`src/rtl/cla_seq_pkg.sv`:
```
// Shared definitions for the nibble-serial carry-lookahead adder:
// FSM encoding, slice width and default operand width.
package cla_seq_pkg;

    localparam int SLICE_W   = 4;
    localparam int DEF_WIDTH = 16;

    typedef enum logic [1:0] {
        IDLE = 2'd0,
        RUN  = 2'd1,
        DONE = 2'd2
    } state_t;

endpackage

```
`src/rtl/cla_4.sv`:
```
// 4-bit carry-lookahead adder slice; all carries are computed directly
// from generate/propagate terms, so there is no ripple chain inside.
module cla_4
    import cla_seq_pkg::*;
(
    input  logic [SLICE_W-1:0] i_a,
    input  logic [SLICE_W-1:0] i_b,
    input  logic               i_ci,
    output logic [SLICE_W-1:0] o_s,
    output logic               o_co
);

    logic [3:0] w_p;
    logic [3:0] w_g;
    logic [4:0] w_c;

    assign w_p = i_a ^ i_b;
    assign w_g = i_a & i_b;

    assign w_c[0] = i_ci;
    assign w_c[1] = w_g[0] | (w_p[0] & i_ci);
    assign w_c[2] = w_g[1] | (w_p[1] & w_g[0]) | (w_p[1] & w_p[0] & i_ci);
    assign w_c[3] = w_g[2] | (w_p[2] & w_g[1]) | (w_p[2] & w_p[1] & w_g[0])
                  | (w_p[2] & w_p[1] & w_p[0] & i_ci);
    assign w_c[4] = w_g[3] | (w_p[3] & w_g[2]) | (w_p[3] & w_p[2] & w_g[1])
                  | (w_p[3] & w_p[2] & w_p[1] & w_g[0])
                  | (w_p[3] & w_p[2] & w_p[1] & w_p[0] & i_ci);

    assign o_s  = w_p ^ w_c[3:0];
    assign o_co = w_c[4];

endmodule

```
`src/rtl/cla_seq16.sv`:
```
// Sequential adder/subtractor: one shared 4-bit CLA slice processes one
// nibble per cycle, LSB first, with the carry held in a register between passes.
module cla_seq16
    import cla_seq_pkg::*;
#(
    parameter int WIDTH = DEF_WIDTH,
    parameter int NIB   = WIDTH / SLICE_W
) (
    input  logic             clk,
    input  logic             rst_n,
    input  logic             in_valid,
    output logic             in_ready,
    input  logic [WIDTH-1:0] a,
    input  logic [WIDTH-1:0] b,
    input  logic             sub,
    output logic             out_valid,
    input  logic             out_ready,
    output logic [WIDTH-1:0] sum,
    output logic             c_out,
    output logic             ovf,
    output logic             zero
);

    localparam int CW = (NIB > 1) ? $clog2(NIB) : 1;

    state_t             r_state;
    state_t             w_state_nxt;
    logic [WIDTH-1:0]   r_a;
    logic [WIDTH-1:0]   r_b;
    logic               r_carry;
    logic [CW-1:0]      r_cnt;
    logic [WIDTH-1:0]   r_sum;
    logic               r_cout;
    logic               r_ovf;
    logic               r_zero;

    logic [SLICE_W-1:0] w_na;
    logic [SLICE_W-1:0] w_nb;
    logic [SLICE_W-1:0] w_s;
    logic               w_co;
    logic [WIDTH-1:0]   w_sum_nxt;
    logic               w_last;
    logic               w_accept;

    assign w_accept = (r_state == IDLE) && in_valid;
    assign w_last   = (r_cnt == CW'(NIB - 1));

    always_comb begin
        w_na = '0;
        w_nb = '0;
        for (int i = 0; i < NIB; i++) begin
            if (r_cnt == CW'(i)) begin
                w_na = r_a[i*SLICE_W +: SLICE_W];
                w_nb = r_b[i*SLICE_W +: SLICE_W];
            end
        end
    end

    cla_4 u_slice (
        .i_a  (w_na),
        .i_b  (w_nb),
        .i_ci (r_carry),
        .o_s  (w_s),
        .o_co (w_co)
    );

    // Merge the fresh slice result so the final-pass flags see the whole word.
    always_comb begin
        w_sum_nxt = r_sum;
        for (int i = 0; i < NIB; i++) begin
            if (r_cnt == CW'(i)) begin
                w_sum_nxt[i*SLICE_W +: SLICE_W] = w_s;
            end
        end
    end

    always_ff @(posedge clk or negedge rst_n) begin
        if (!rst_n) begin
            r_state <= IDLE;
        end else begin
            r_state <= w_state_nxt;
        end
    end

    always_comb begin
        w_state_nxt = IDLE;
        case (r_state)
            IDLE:    w_state_nxt = in_valid ? RUN : IDLE;
            RUN:     w_state_nxt = w_last ? DONE : RUN;
            DONE:    w_state_nxt = out_ready ? IDLE : DONE;
            default: w_state_nxt = IDLE;
        endcase
    end

    always_ff @(posedge clk or negedge rst_n) begin
        if (!rst_n) begin
            r_a     <= '0;
            r_b     <= '0;
            r_carry <= 1'b0;
            r_cnt   <= '0;
            r_sum   <= '0;
            r_cout  <= 1'b0;
            r_ovf   <= 1'b0;
            r_zero  <= 1'b0;
        end else if (w_accept) begin
            // Subtraction is A + ~B + 1: invert B here, inject the +1 as carry-in.
            r_a     <= a;
            r_b     <= b ^ {WIDTH{sub}};
            r_carry <= sub;
            r_cnt   <= '0;
        end else if (r_state == RUN) begin
            r_sum   <= w_sum_nxt;
            r_carry <= w_co;
            if (w_last) begin
                r_cout <= w_co;
                r_ovf  <= (r_a[WIDTH-1] == r_b[WIDTH-1]) && (w_s[SLICE_W-1] != r_a[WIDTH-1]);
                r_zero <= (w_sum_nxt == '0);
            end else begin
                r_cnt  <= r_cnt + 1'b1;
            end
        end
    end

    assign in_ready  = (r_state == IDLE);
    assign out_valid = (r_state == DONE);
    assign sum       = r_sum;
    assign c_out     = r_cout;
    assign ovf       = r_ovf;
    assign zero      = r_zero;

endmodule

```
`config.mk`:
```
export PLATFORM = sky130hd
export DESIGN_NAME = cla_seq16
export DESIGN_NICKNAME = d
export VERILOG_FILES = /design/src/rtl/cla_seq_pkg.sv /design/src/rtl/cla_4.sv /design/src/rtl/cla_seq16.sv
export SDC_FILE = /design/constraint.sdc
export NUM_CORES = 1
export LEC_CHECK = 0
export ABC_AREA = 0
export CORE_UTILIZATION = 33
export CTS_CLUSTER_DIAMETER = 100
export DETAILED_ROUTE_END_ITERATION = 8
export PLACE_DENSITY = 0.61
export SYNTH_ARGS = -nofsm -noshare
export SYNTH_HDL_FRONTEND = slang
export SYNTH_SLANG_ARGS = --single-unit
```
`constraint.sdc`:
```
create_clock -name clk -period 5.01 [get_ports clk]
set_clock_uncertainty 0.05 [all_clocks]
set_input_delay 0.501 -clock clk [delete_from_list [all_inputs] [get_ports clk]]
set_output_delay 0.501 -clock clk [all_outputs]
set_load 0.02 [all_outputs]
```
======== Word-level counts from Yosys, hierarchy flattened ========
Index checks and enable logic that the tools add are counted.
storage, ports and cells
  bits in registers ....................... 56
  word-level logic and storage cells ...... 79
  bits of input ports ..................... 37
operators by class
  reduce and logical (&&, ||, !) cells .... 9
  add/subtract/negate cells ............... 1
  multiplexer cells ....................... 21
  bitwise logic cells ..................... 31
  eq/ne operators ......................... 8
operators with widths
  cell                 number
  $mux 4               12
  $and 1x1->1          16
  $logic_not 16->1     1
  $xor 16x16->16       1
  $mux 2               5
  $or 1x1->1           10
  $xor 4x4->4          2
  $eq 2x2->1 const B   3
  $pmux 2 s3           1
  $and 4x4->4          1
  $eq 2x1->1 const B   2
  $logic_not 2->1      2
  $reduce_and 2->1     2
  $mux 1               3
  $reduce_and 3->1     1
  $add 2x1->2 const B  1
  $logic_and 1x1->1    2
  $ne 2x1->1 const B   1
  $reduce_bool 2->1    1
  $eq 1x1->1           1
  $ne 1x1->1           1
  $not 1->1            1

======== Longest topological paths before layout ========
Gate-level depths: netlist (run 1).
  depth in word-level cells ............... 13
  gate-level depth with buffers ........... 13
  gate-level depth less buffers ........... 12

======== Hierarchy ========
A second synthesis (run 1) with hierarchy kept.
unflattened totals
  cell total of the unflattened synthesis .. 274
  area total of the unflattened synthesis .. 2869.0 um^2
by module, submodules not included
  module     cells an instance  area an instance (um^2)  instances
  cla_seq16  257                2721.4                   1
  cla_4      17                 147.6                    1

======== Worst setup path before layout (run 1) ========
OpenSTA, ideal clock, no wires.
  path type ............................... register -> register
  start point ............................. register r_cnt[0]
  end point ............................... register r_ovf, in the netlist ovf
  stages on the path, launching flop included .. 13
  buffers on the path ..................... 2
  arrival time ............................ 2.804 ns
  data required time ...................... 4.876 ns
  slack ................................... 2.072 ns
  cells stage by stage .................... dfrtp_1 -> inv_1 -> ha_1 -> clkbuf_1 -> clkbuf_1 -> a21oi_1 -> o21ai_0 -> ha_1 -> a21o_1 -> nand4_1 -> o311ai_4 -> or3_1 -> a41oi_2
between the ends
  longest elaborated chain between the ends .. 13
  elaborated cells between the ends (all ways) .. 26
  classes of those cells .................. eq/ne: 4; mux: 8; bitwise: 11; reduce/logical: 3
ends and longest elaborated chain
  item                                               line                      RTL
  start: declaration                                 cla_seq16.sv:31           logic [CW-1:0] r_cnt;
  start signal: assignment                           cla_seq16.sv:119          r_cnt <= r_cnt + 1'b1;
  $logic_not 2->1                                    cla_seq16.sv:52           if (r_cnt == CW'(i)) begin
  $mux 4 (4 in series)                               cla_seq16.sv:52
  $xor 4x4->4 / $and 4x4->4 (equally long branches)  cla_4.sv:17, cla_4.sv:18
  $and 1x1->1, on equally long branches              cla_4.sv:23, cla_4.sv:24
  $or 1x1->1 (tied with other cells)                 cla_4.sv:23               assign w_c[3] = w_g[2] | (w_p[2] & w_g[1]) | (w_p[2] & w_p[1] & w_g[0])
  $or 1x1->1 / $and 1x1->1 (equally long branches)   cla_4.sv:23, cla_4.sv:24
  $or 1x1->1                                         cla_4.sv:24               | (w_p[2] & w_p[1] & w_p[0] & i_ci);
  $xor 4x4->4                                        cla_4.sv:29               assign o_s = w_p ^ w_c[3:0];
  $ne 1x1->1                                         cla_seq16.sv:116          r_ovf <= (r_a[WIDTH-1] == r_b[WIDTH-1]) && (w_s[SLICE_W-1] != r_a[WIDTH-1]);
  $logic_and 1x1->1                                  cla_seq16.sv:116
  end signal: assignment                             cla_seq16.sv:116
  end: declaration                                   cla_seq16.sv:34           logic r_ovf;
Parallel ways exist; a longest one is shown, timed or not.
A chain may end at the register's enable or synchronous reset.

======== Worst setup path after layout (run 1) ========
  start point ............................. register r_cnt[1]
  end point ............................... register r_ovf, in the netlist ovf
The elaborated chain is that of the path after synthesis.

==> reports/metrics.sh, run 1 <==
SYN_TO_FINAL_GROWTH_PCT=25.9
WL_PER_CELL_UM=13.8
SYNTH_COMMON_CELLS='56 x dfrtp_1, 34 x nand2_1, 31 x a21oi_1, 25 x o21ai_0, 24 x nor2_1'
FILLER_CELL_COUNT=795
NUM_IO_PINS=58
SETUP_VIOL_COUNT_FINAL=0
WORSTSETUPENDPOINTTYPE='register'
YS_SEQ_AREA_SHARE_PCT=49.8
WORST_SLEW_MARGIN_REL_PCT=36.9
FINAL_NETS=373
GR-USAGE-ALL-LAYERS_PCT=14.4
GLOBALROUTE.TOTALOVERFLOW=0
SETUP_TNS_PS=0
NUMCLOCKSINKS=56
ROUTABILITYCONGESTION=0.807
POWER.DENSITY_CELL_AREA_nW_PER_UM2=728
CTS_BUFFER_DEPTH=2
CRIT_FAMILY='compound AO/OA/AOI/OAI gates'
POSTCTSSETUPREPAIRBUFS=0
CRIT_PATH_START='r_cnt[1]$_DFFE_PN0P_'
RUN_STATUS='completed'
SYN_AVG_CELL_AREA_UM2=10.2
WORST_IR_DROP_VDD_mV=0.251
INITIAL_CORE_UTIL_PCT=34.2
CRITICAL_PATH.REG2REG.ENDPOINT='ovf$_DFFE_PN0P_'
MULTI_INPUT_AREA_UM2=1320
DIE_W_UM=94.3
POSTROUTEWIRELENGTH_UM=5950
CRITICAL_PATH.N_BUFFERS_INVERTERS=1
SYNTH_AREA_LEADER_CELL='dfrtp_1'
STATIC-LEAKAGE-POWER_nW=1.45
YOSYSMOSTFREQUENTCELL='dfrtp_1'
CTS_TREE='built'
TIMING.FINAL.MAX_SLEW_VIOLATIONS=0
DIE_H_UM=94.3
SYNTH.NET_COUNT=322
PLACE_WORST_SETUP_SLACK_PS=1760
PLACEDCELLCOUNT=425
FINAL_INSTANCE_COUNT_WITHOUT_FILLER_CELLS=432
FINAL.PERIOD_UTILIZATION_PCT=65.5
SYNTH_SEQ_CELLS=56
WORST-PATH-MAX-FANOUT=18
GRT_MAX_DEGREE=57
ROW_COUNT=33
NETLIST_TOP_CELLS_AREA='dfrtp_1 50%, mux2_2 8.0%, a21oi_1 5.5%'
DETAIL-ROUTE-ANTENNA-NETS=0
REG2REG_DEPTH=12
DP_HPWL_UM=4360
CELL_AREA_PLACED_UM2=3450
TIMING.MAX_CAP.VIOLATIONS=0
TRITONCTS.NUM_BUFFERS=5
CORE_UM2=8220
YOSYSWARNINGCOUNT=0
SYNTH_AREA_UM2=2810
POST-ROUTE-DRC-COUNT=0
CLKSLEWWORSTSETUPHOLDPATHS_PS=90
DIE_AREA_UM2=8900
GRT_SETUP_UNREPAIRED='false'
REPORT.FINAL.HOLD_VIOL_COUNT=0
POSTSYNTH.TOPFLOPCELL='dfrtp_1'
CLOCK_INSERTION_DELAY_WORST_SKEW_PS=300
LAYOUT.AREA.SEQ_UM2=1400
REQUIRED_PS=5110
ROUTED_VIA_DENSITY=4.86
SYNTH_EDF_COUNT=0
INITIAL_ANTENNA_VIOLATION_COUNT=0
CRIT_PATH_LARGEST_CELL_DELAY_PS=530
CTS-HOLD-FIX-BUFFERS=0
CRIT_ARRIVAL_PS=3370
NUM_VIAS=2098
ANTENNADIODECOUNT=0
GLOBAL_ROUTE_WIRE_LENGTH_BEFORE_REPAIR_UM=9900
WORST_HOLD_PATH_TYPE='primary input to async pin'
CRIT_END='ovf$_DFFE_PN0P_'
NETLIST.AREA_LEADER.SHARE_PCT=49.8
POSTSYNTHCELLCOUNT=276
CTS_RESIZED=0
WORST-SLEW-PIN-TRANSITION_PS=943
DRT_PASS1_ITERATIONS=4
FMAXACHIEVABLE_MHz=305
HTREE_NUM_LEVELS=2
R2R_SETUP_SLACK_PS=1730
DRTITER0DRC=65
FIRST_GLOBAL_VIAS=2038
CRIT_PATH_START_KIND='register'
POST_ROUTE_CELLS_DRIVE_ABOVE_1_SHARE_PCT=11.3
CRITICALPATHCATEGORY='register to register'
FINAL_CELL_AREA_UM2=3540
FINAL_PERIOD_MINUS_WORST_SETUP_SLACK_PS=3280
TIMING.FINAL.WS_SETUP_PS=1730
CTS.ROOT.BUFFER_CELL='clkbuf_8'
CRIT_PATH_TOP_DELAY_CELL='ha_1'
REG2REG_FROM='r_cnt[1]$_DFFE_PN0P_'
YOSYSUNIQUECELLTYPES=40
SYNTH_ASYNC_SR_FLOP_SHARE_PCT=100
CRIT_PATH_CELL_TRACE='inv_1 > ha_1 > nand2_1 > a21oi_1 > a21oi_1 > o21ai_0 > ha_1 > a211oi_1 > nor2_2 > o311ai_4 > or3_1 > a41oi_2'
WP_DEPTH=12
BUFFER_PORTS.INSERTED=57
==> layout by cell type (no fill, tap or decap), drive strengths merged, types with 3 or more instances in the layout <==
cell | netlist | layout
dfrtp | 56 | 56
clkdlybuf4s50 | 0 | 56
nand2 | 35 | 35
a21oi | 31 | 31
o21ai | 27 | 27
nor2 | 25 | 25
mux2 | 20 | 20
xnor2 | 17 | 17
ha | 8 | 8
clkbuf | 7 | 7
nand3b | 6 | 6
inv | 5 | 5
nor4 | 4 | 4
a21o | 3 | 3
buf | 8 | 3
==> registers in the layout, indices dropped and copies added (netlist names) <==
register / count
zero: 1
r_state: 2
r_carry: 1
c_out: 1
r_b: 16
sum: 16
ovf: 1
r_a: 16
r_cnt: 2
==> where the power goes <==
part,internal (mW),total (mW),switching (mW)
Sequential,0.677,0.837,0.161
Clock,0.123,0.261,0.138
Combinational,0.667,1.48,0.815
Total,1.47,2.58,1.11
==> metrics by stage <==
| step | total power, mW | utilization [%] | hold WS (ps) |
|---|---|---|---|
| finish | 2.58 | 43.1 | 254 |
| global route | 2.80 | 43.1 | 342 |
| CTS | 2.61 | 43.1 | 302 |
| detailed placement | 2.34 | 42.0 | 424 |
| global placement | 2.29 | 42.0 | 412 |
| floorplan | 1.87 | - | 155 |
==> final cells by class <==
cell class / count / share of cell area (%)
Inverter: 5 / 0.530
Sequential cell: 56 / 39.5
Multi-Input combinational cell: 200 / 37.1
Timing Repair Buffer: 59 / 16.4
Tap cell: 105 / 3.71
Clock buffer: 7 / 2.72
==> how the worst min path moves through the flow <==
stage                              from                  end  depth (start not counted)
floorplan                         rst_n    c_out$_DFFE_PN0P_                          0
global placement    sum[14]$_DFFE_PN0P_  sum[14]$_DFFE_PN0P_                          2
detailed placement    c_out$_DFFE_PN0P_    c_out$_DFFE_PN0P_                          2
CTS                               rst_n   r_b[0]$_DFFE_PN0P_                          2
global route                      rst_n  r_b[12]$_DFFE_PN0P_                          2
finish                            rst_n   r_b[0]$_DFFE_PN0P_                          2
==> layer usage <==
layer | up-vias | routed length, um | GRT usage [%] | part of all wire (%)
li1 | 1061 | - | - | -
met1 | 987 | 2830 | 19.6 | 48
met2 | 46 | 2830 | 23.7 | 48
met3 | 4 | 238 | 2.66 | 4.0
met4 | 0 | 48 | 3.46 | 0.81
met5 | - | 0 | 0 | 0
==> kinds of logic (layout without fill, tap and decap cells) <==
| kind of cell | Yosys count | after routing | synth area share [%] |
|---|---|---|---|
| flops | 56 | 56 | 49.8 |
| compound gates | 73 | 73 | 15.5 |
| simple gates | 80 | 80 | 13.3 |
| buf+inv | 20 | 71 | 3.47 |
| fa+ha+maj | 9 | 9 | 4.27 |
| mux | 21 | 21 | 8.36 |
| xor+xnor | 17 | 17 | 5.29 |
(Power assumes the default switching activity.)
==> inputs of run 2 (changes only) <==
Clock period 5.01 ns to 3.3 ns, I/O delays scaled along.
==> reports/metrics.sh, run 2 (same netlist as run 1, synthesis figures left out) <==
WORST-PATH-MAX-FANOUT=7
REPORT.POWER.TOTAL_mW=3.93
GLOBAL_ROUTE_WIRE_LENGTH_BEFORE_REPAIR_UM=10300
CRITICAL_PATH.REG2REG.ENDPOINT='ovf$_DFFE_PN0P_'
WORST_HOLD_PATH_TYPE='primary input to async pin'
GRT_UTIL_MET3_PCT=2.98
WP_DEPTH=13
CRIT_ARRIVAL_PS=3230
CRIT_PATH_CELL_TRACE='inv_1 > ha_1 > buf_4 > nand3b_1 > a21oi_1 > a21oi_1 > o21ai_0 > ha_1 > a21o_1 > nand4_1 > o311ai_4 > or3_1 > a41oi_2'
CTS.ROOT.BUFFER_CELL='clkbuf_8'
ROUTABILITYCONGESTION=0.768
TIMING.FINAL.WS_SETUP_PS=255
NUM_VIAS=2119
FINAL.PERIOD_UTILIZATION_PCT=92.3
FIRST_GLOBAL_VIAS=2191
CRIT_PATH_TOP_DELAY_CELL='dfrtp_1'
POSTCTSSETUPREPAIRBUFS=0
REG2REG_DEPTH=13
REG2REG_FROM='r_cnt[0]$_DFFE_PN0P_'
FINAL_CELL_MIX='56 x dfrtp_1, 56 x clkdlybuf4s50_1, 34 x nand2_1'
TIMING.MAX_CAP.VIOLATIONS=0
DIE_W_UM=94.3
REQUIRED_PS=3480
POST_ROUTE_CELLS_DRIVE_ABOVE_1_SHARE_PCT=12.7
DRTITER0DRC=77
SETUP_TNS_PS=0
WL_PER_CELL_UM=13.6
FINAL_PERIOD_MINUS_WORST_SETUP_SLACK_PS=3040
R2R_SETUP_SLACK_PS=260
GRT_SETUP_UNREPAIRED='false'
ANTENNADIODECOUNT=0
POSTROUTEWIRELENGTH_UM=5910
TIMING.FINAL.MAX_SLEW_VIOLATIONS=0
REPORT.FINAL.HOLD_VIOL_COUNT=0
TRITONCTS.NUM_BUFFERS=5
GLOBAL_ROUTE.USAGE.MET2_PCT=24.5
STATIC-LEAKAGE-POWER_nW=1.46
FMAXACHIEVABLE_MHz=328
CORE_UM2=8220
FIN_UTIL_PCT=43.3
FINAL_NETS=377
INITIAL_ANTENNA_VIOLATION_COUNT=0
CELL_AREA_PLACED_UM2=3480
CRITICAL_PATH.N_BUFFERS_INVERTERS=2
ROW_COUNT=33
CRIT_FAMILY='compound AO/OA/AOI/OAI gates'
INITIAL_CORE_UTIL_PCT=34.2
PLACE_WORST_SETUP_SLACK_PS=157
GR-MAX-USAGE-LAYER='met2'
CRITICALPATHCATEGORY='register to register'
POST-ROUTE-DRC-COUNT=0
CRIT_PATH_START='r_cnt[0]$_DFFE_PN0P_'
CRIT_END='ovf$_DFFE_PN0P_'
CLOCK_INSERTION_DELAY_WORST_SKEW_PS=310
DIE_AREA_UM2=8900
NUMCLOCKSINKS=56
LAYOUT.AREA.SEQ_UM2=1400
BUFFER_PORTS.INSERTED=57
CRIT_PATH_LARGEST_CELL_DELAY_PS=430
DIE_H_UM=94.3
ROUTED_VIA_DENSITY=4.86
SETUP_VIOL_COUNT_FINAL=0
CRIT_PATH_START_KIND='register'
WORSTSETUPENDPOINTTYPE='register'
FILLER_CELL_COUNT=809
HTREE_NUM_LEVELS=2
DETAIL-ROUTE-ANTENNA-NETS=0
MET1_USAGE_PCT=19.6
SYN_TO_FINAL_GROWTH_PCT=26.5
RUN_STATUS='completed'
NUM_IO_PINS=58
GRT_MAX_DEGREE=49
MULTI_INPUT_AREA_UM2=1320
CLKSLEWWORSTSETUPHOLDPATHS_PS=100
FINAL_CELL_AREA_UM2=3560
DRT_PASS1_ITERATIONS=4
WORST-SLEW-PIN-TRANSITION_PS=941
POWER.DENSITY_CELL_AREA_nW_PER_UM2=1100
GR-USAGE-ALL-LAYERS_PCT=14.9
GLOBALROUTE.TOTALOVERFLOW=0
DP_HPWL_UM=4410
WORST_SLEW_MARGIN_REL_PCT=37.1
CTS_TREE='built'
CTS_BUFFER_DEPTH=2
WORST_IR_DROP_VDD_mV=0.329
-- run 2: cell types whose count changed in the layout (fill, tap and decap cells not counted) --
cell        previous run  this run
buf_4                  2         6
ha_1                   8         7
clkinv_2               0         1
clkinvlp_4             0         1
clkbuf_8               7         5
ha_2                   0         1
-- run 2: area by class of cell --
| type | instances | area share (%) |
|---|---|---|
| Clock buffer | 5 | 1.93 |
| Inverter | 5 | 0.527 |
| Multi-Input combinational cell | 200 | 37.0 |
| Tap cell | 105 | 3.69 |
| Sequential cell | 56 | 39.4 |
| Clock inverter | 2 | 0.351 |
| Timing Repair Buffer | 63 | 17.1 |
-- run 2: worst min path at each step --
stage	startpoint	endpoint	slack (ps)	cells after the start
2_1_floorplan	rst_n	c_out$_DFFE_PN0P_	-20	0
3_3_place_gp	sum[14]$_DFFE_PN0P_	sum[14]$_DFFE_PN0P_	410	2
3_5_place_dp	sum[13]$_DFFE_PN0P_	sum[13]$_DFFE_PN0P_	420	2
5_1_grt	rst_n	r_b[5]$_DFFE_PN0P_	170	1
6_report	rst_n	r_a[12]$_DFFE_PN0P_	90	1
4_1_cts	rst_n	r_a[10]$_DFFE_PN0P_	130	1
-- run 2: layer usage --
metal	vias to the layer above	wire [um]
met3	7	275
met1	990	2840
met4	0	53
met2	64	2750
met5	-	0
li1	1058	-
-- run 2: per-stage QoR --
stage / hold slack, ps / std cells
floorplan: -15.6 / 276
detailed placement: 420 / 429
finish: 94.3 / 436
global route: 166 / 436
CTS: 126 / 436
global placement: 413 / 429
-- run 2: worst register-to-register path, delay by kind of cell, from the launching register on --
kind	cells	cell delay, ps
AO/OA/AOI/OAI	6	1040
buffers and inverters	2	300
adder cells (fa/ha/maj)	2	580
flip-flops	1	430
AND/OR/NAND/NOR	3	570
-- run 2: repair_timing --
action / 4_1_cts / 5_1_grt
endpoints found under the setup margin: 0 / 6
hold buffers: 0 / 0
gates resized for setup: 0 / 1
-- run 2: report_power, final --
group	leakage (nW)	internal, mW	switching, mW
clock network	0.0400	0.144	0.219
logic	0.757	1.07	1.22
registers	0.665	1.03	0.240
==> inputs of run 3 (changes only) <==
Settings changed: GPL_TIMING_DRIVEN set to 0.
==> reports/metrics.sh, run 3 (same netlist as run 1, synthesis figures left out) <==
RUN_STATUS='completed'
ROUTABILITYCONGESTION=0.809
REPORT.FINAL.HOLD_VIOL_COUNT=0
FINAL_CELL_MIX='56 x dfrtp_1, 55 x clkdlybuf4s50_1, 34 x nand2_1'
POST-ROUTE-DRC-COUNT=0
CTS_BUFFER_DEPTH=2
CLKSLEWWORSTSETUPHOLDPATHS_PS=100
LAYOUT.AREA.SEQ_UM2=1400
WORST_SLEW_MARGIN_REL_PCT=63.4
FINAL_NETS=386
FMAXACHIEVABLE_MHz=321
WORST-PATH-MAX-FANOUT=10
POWER.DENSITY_CELL_AREA_nW_PER_UM2=1130
DIE_W_UM=94.3
CORE_UM2=8220
REQUIRED_PS=3430
CTS.ROOT.BUFFER_CELL='clkbuf_8'
WL_PER_CELL_UM=14.2
CRIT_PATH_TOP_DELAY_CELL='dfrtp_1'
REG2REG_DEPTH=13
ROW_COUNT=33
MET3_WIRELENGTH_UM=258
DIE_H_UM=94.3
TIMING.FINAL.MAX_SLEW_VIOLATIONS=0
REPORT.POWER.TOTAL_mW=4.13
ROUTED_VIA_DENSITY=4.88
DRT_PASS1_ITERATIONS=4
CRIT_PATH_START_KIND='register'
DRTITER0DRC=95
MULTI_INPUT_AREA_UM2=1320
CTS_TREE='built'
BUFFER_PORTS.INSERTED=56
FIN_UTIL_PCT=44.7
WIRELENGTH_MET1_UM=2930
STATIC-LEAKAGE-POWER_nW=1.53
NUM_VIAS=2176
CRIT_PATH_LARGEST_CELL_DELAY_PS=430
CRIT_ARRIVAL_PS=3240
DIE_AREA_UM2=8900
DETAIL-ROUTE-ANTENNA-NETS=0
CRIT_PATH_CELL_TRACE='inv_1 > ha_2 > buf_4 > nand2_1 > a21oi_1 > a21oi_1 > o21ai_1 > ha_1 > a211oi_1 > nor2_2 > o311ai_4 > buf_4 > o21ai_0'
NUM_IO_PINS=58
GLOBALROUTE.TOTALOVERFLOW=0
WORST_HOLD_PATH.NUM_CELLS=3
CLOCK_INSERTION_DELAY_WORST_SKEW_PS=300
FINAL.PERIOD_UTILIZATION_PCT=94.3
POSTROUTEWIRELENGTH_UM=6360
POST_ROUTE_CELLS_DRIVE_ABOVE_1_SHARE_PCT=15.5
INITIAL_ANTENNA_VIOLATION_COUNT=0
DP_HPWL_UM=4740
WORST_HOLD_PATH_TYPE='primary input to register'
WORST-SLEW-PIN-TRANSITION_PS=548
WORSTSETUPENDPOINTTYPE='register'
ANTENNADIODECOUNT=0
GLOBAL_ROUTE_WIRE_LENGTH_BEFORE_REPAIR_UM=10700
INITIAL_CORE_UTIL_PCT=34.2
CRITICALPATHCATEGORY='register to register'
GR-USAGE-ALL-LAYERS_PCT=15.6
FINAL_PERIOD_MINUS_WORST_SETUP_SLACK_PS=3110
NUMCLOCKSINKS=56
TIMING.MAX_CAP.VIOLATIONS=0
FILLER_CELL_COUNT=845
HTREE_NUM_LEVELS=2
MAXUSEDROUTINGLAYER='met4'
TRITONCTS.NUM_BUFFERS=5
WORST_IR_DROP_VDD_mV=0.417
SYN_TO_FINAL_GROWTH_PCT=30.5
COMMONEST_NON_FILL_NON_TAP_CELL_IN_THE_LAYOUT='dfrtp_1'
FIRST_GLOBAL_VIAS=2227
WL_MET2_UM=3120
SETUP_VIOL_COUNT_FINAL=0
GRT_MAX_DEGREE=35
## run 3: what timing repair did
item                                   CTS  global route
gates resized for setup                  7             3
buffers inserted                         0             1
pin swaps                                0             1
hold buffers                             1             0
endpoints found under the hold margin   22             0
setup endpoints to repair               10             9
## run 3: through the flow
step | worst slack (ps) | instances | setup TNS, ps | area (um2) | hold WS (ps)
2_1_floorplan | 362 | 276 | 0 | 2810 | -15.6
3_3_place_gp | -245 | 437 | -711 | 3510 | 412
3_5_place_dp | -262 | 438 | -1060 | 3520 | 297
4_1_cts | 55.8 | 445 | 0 | 3660 | 416
5_1_grt | -20.9 | 446 | -55.3 | 3670 | 443
6_report | 187 | 446 | 0 | 3670 | 412
## run 3: power breakdown
group	switching [mW]	leakage [nW]	internal (mW)
clock	0.218	0.0645	0.268
sequential	0.212	0.665	1.03
combinational	1.31	0.797	1.10
## run 3: path summary, 6_finish.rpt
kind                                           start                   end  slack (ps)
worst max-delay path            r_cnt[1]$_DFFE_PN0P_   sum[15]$_DFFE_PN0P_         190
worst min-delay path                             sub    r_b[1]$_DFFE_PN0P_         410
worst max register to register  r_cnt[1]$_DFFE_PN0P_   sum[15]$_DFFE_PN0P_         190
worst min register to register   sum[14]$_DFFE_PN0P_   sum[14]$_DFFE_PN0P_         430
max in group asynchronous                      rst_n  r_cnt[0]$_DFFE_PN0P_        2130
min in group asynchronous                      rst_n    r_b[0]$_DFFE_PN0P_         490
## run 3: cell type report
type                            instances  share of cell area (%)
Sequential cell                        56                    38.2
Multi-Input combinational cell        200                    36.0
Timing Repair Buffer                   59                    16.2
Tap cell                              105                    3.58
Clock buffer                            7                    2.62
Buffer                                 13                    2.11
Clock inverter                          1                   0.818
Inverter                                5                   0.511
## run 3: critical path: cells and delay by family (launching register included)
| family | cells | cell delay [ps] |
|---|---|---|
| and+or+nand+nor | 2 | 170 |
| AOI/OAI and AO/OA | 6 | 1190 |
| adders and majority gates | 2 | 590 |
| DFF | 1 | 430 |
| buffers and inverters | 3 | 550 |
## run 3: layer usage
layer / vias to the layer above / GRT usage (%)
met5: - / 0
met4: 0 / 3.85
met3: 4 / 2.66
met2: 58 / 26.4
met1: 1030 / 20.8
li1: 1084 / -
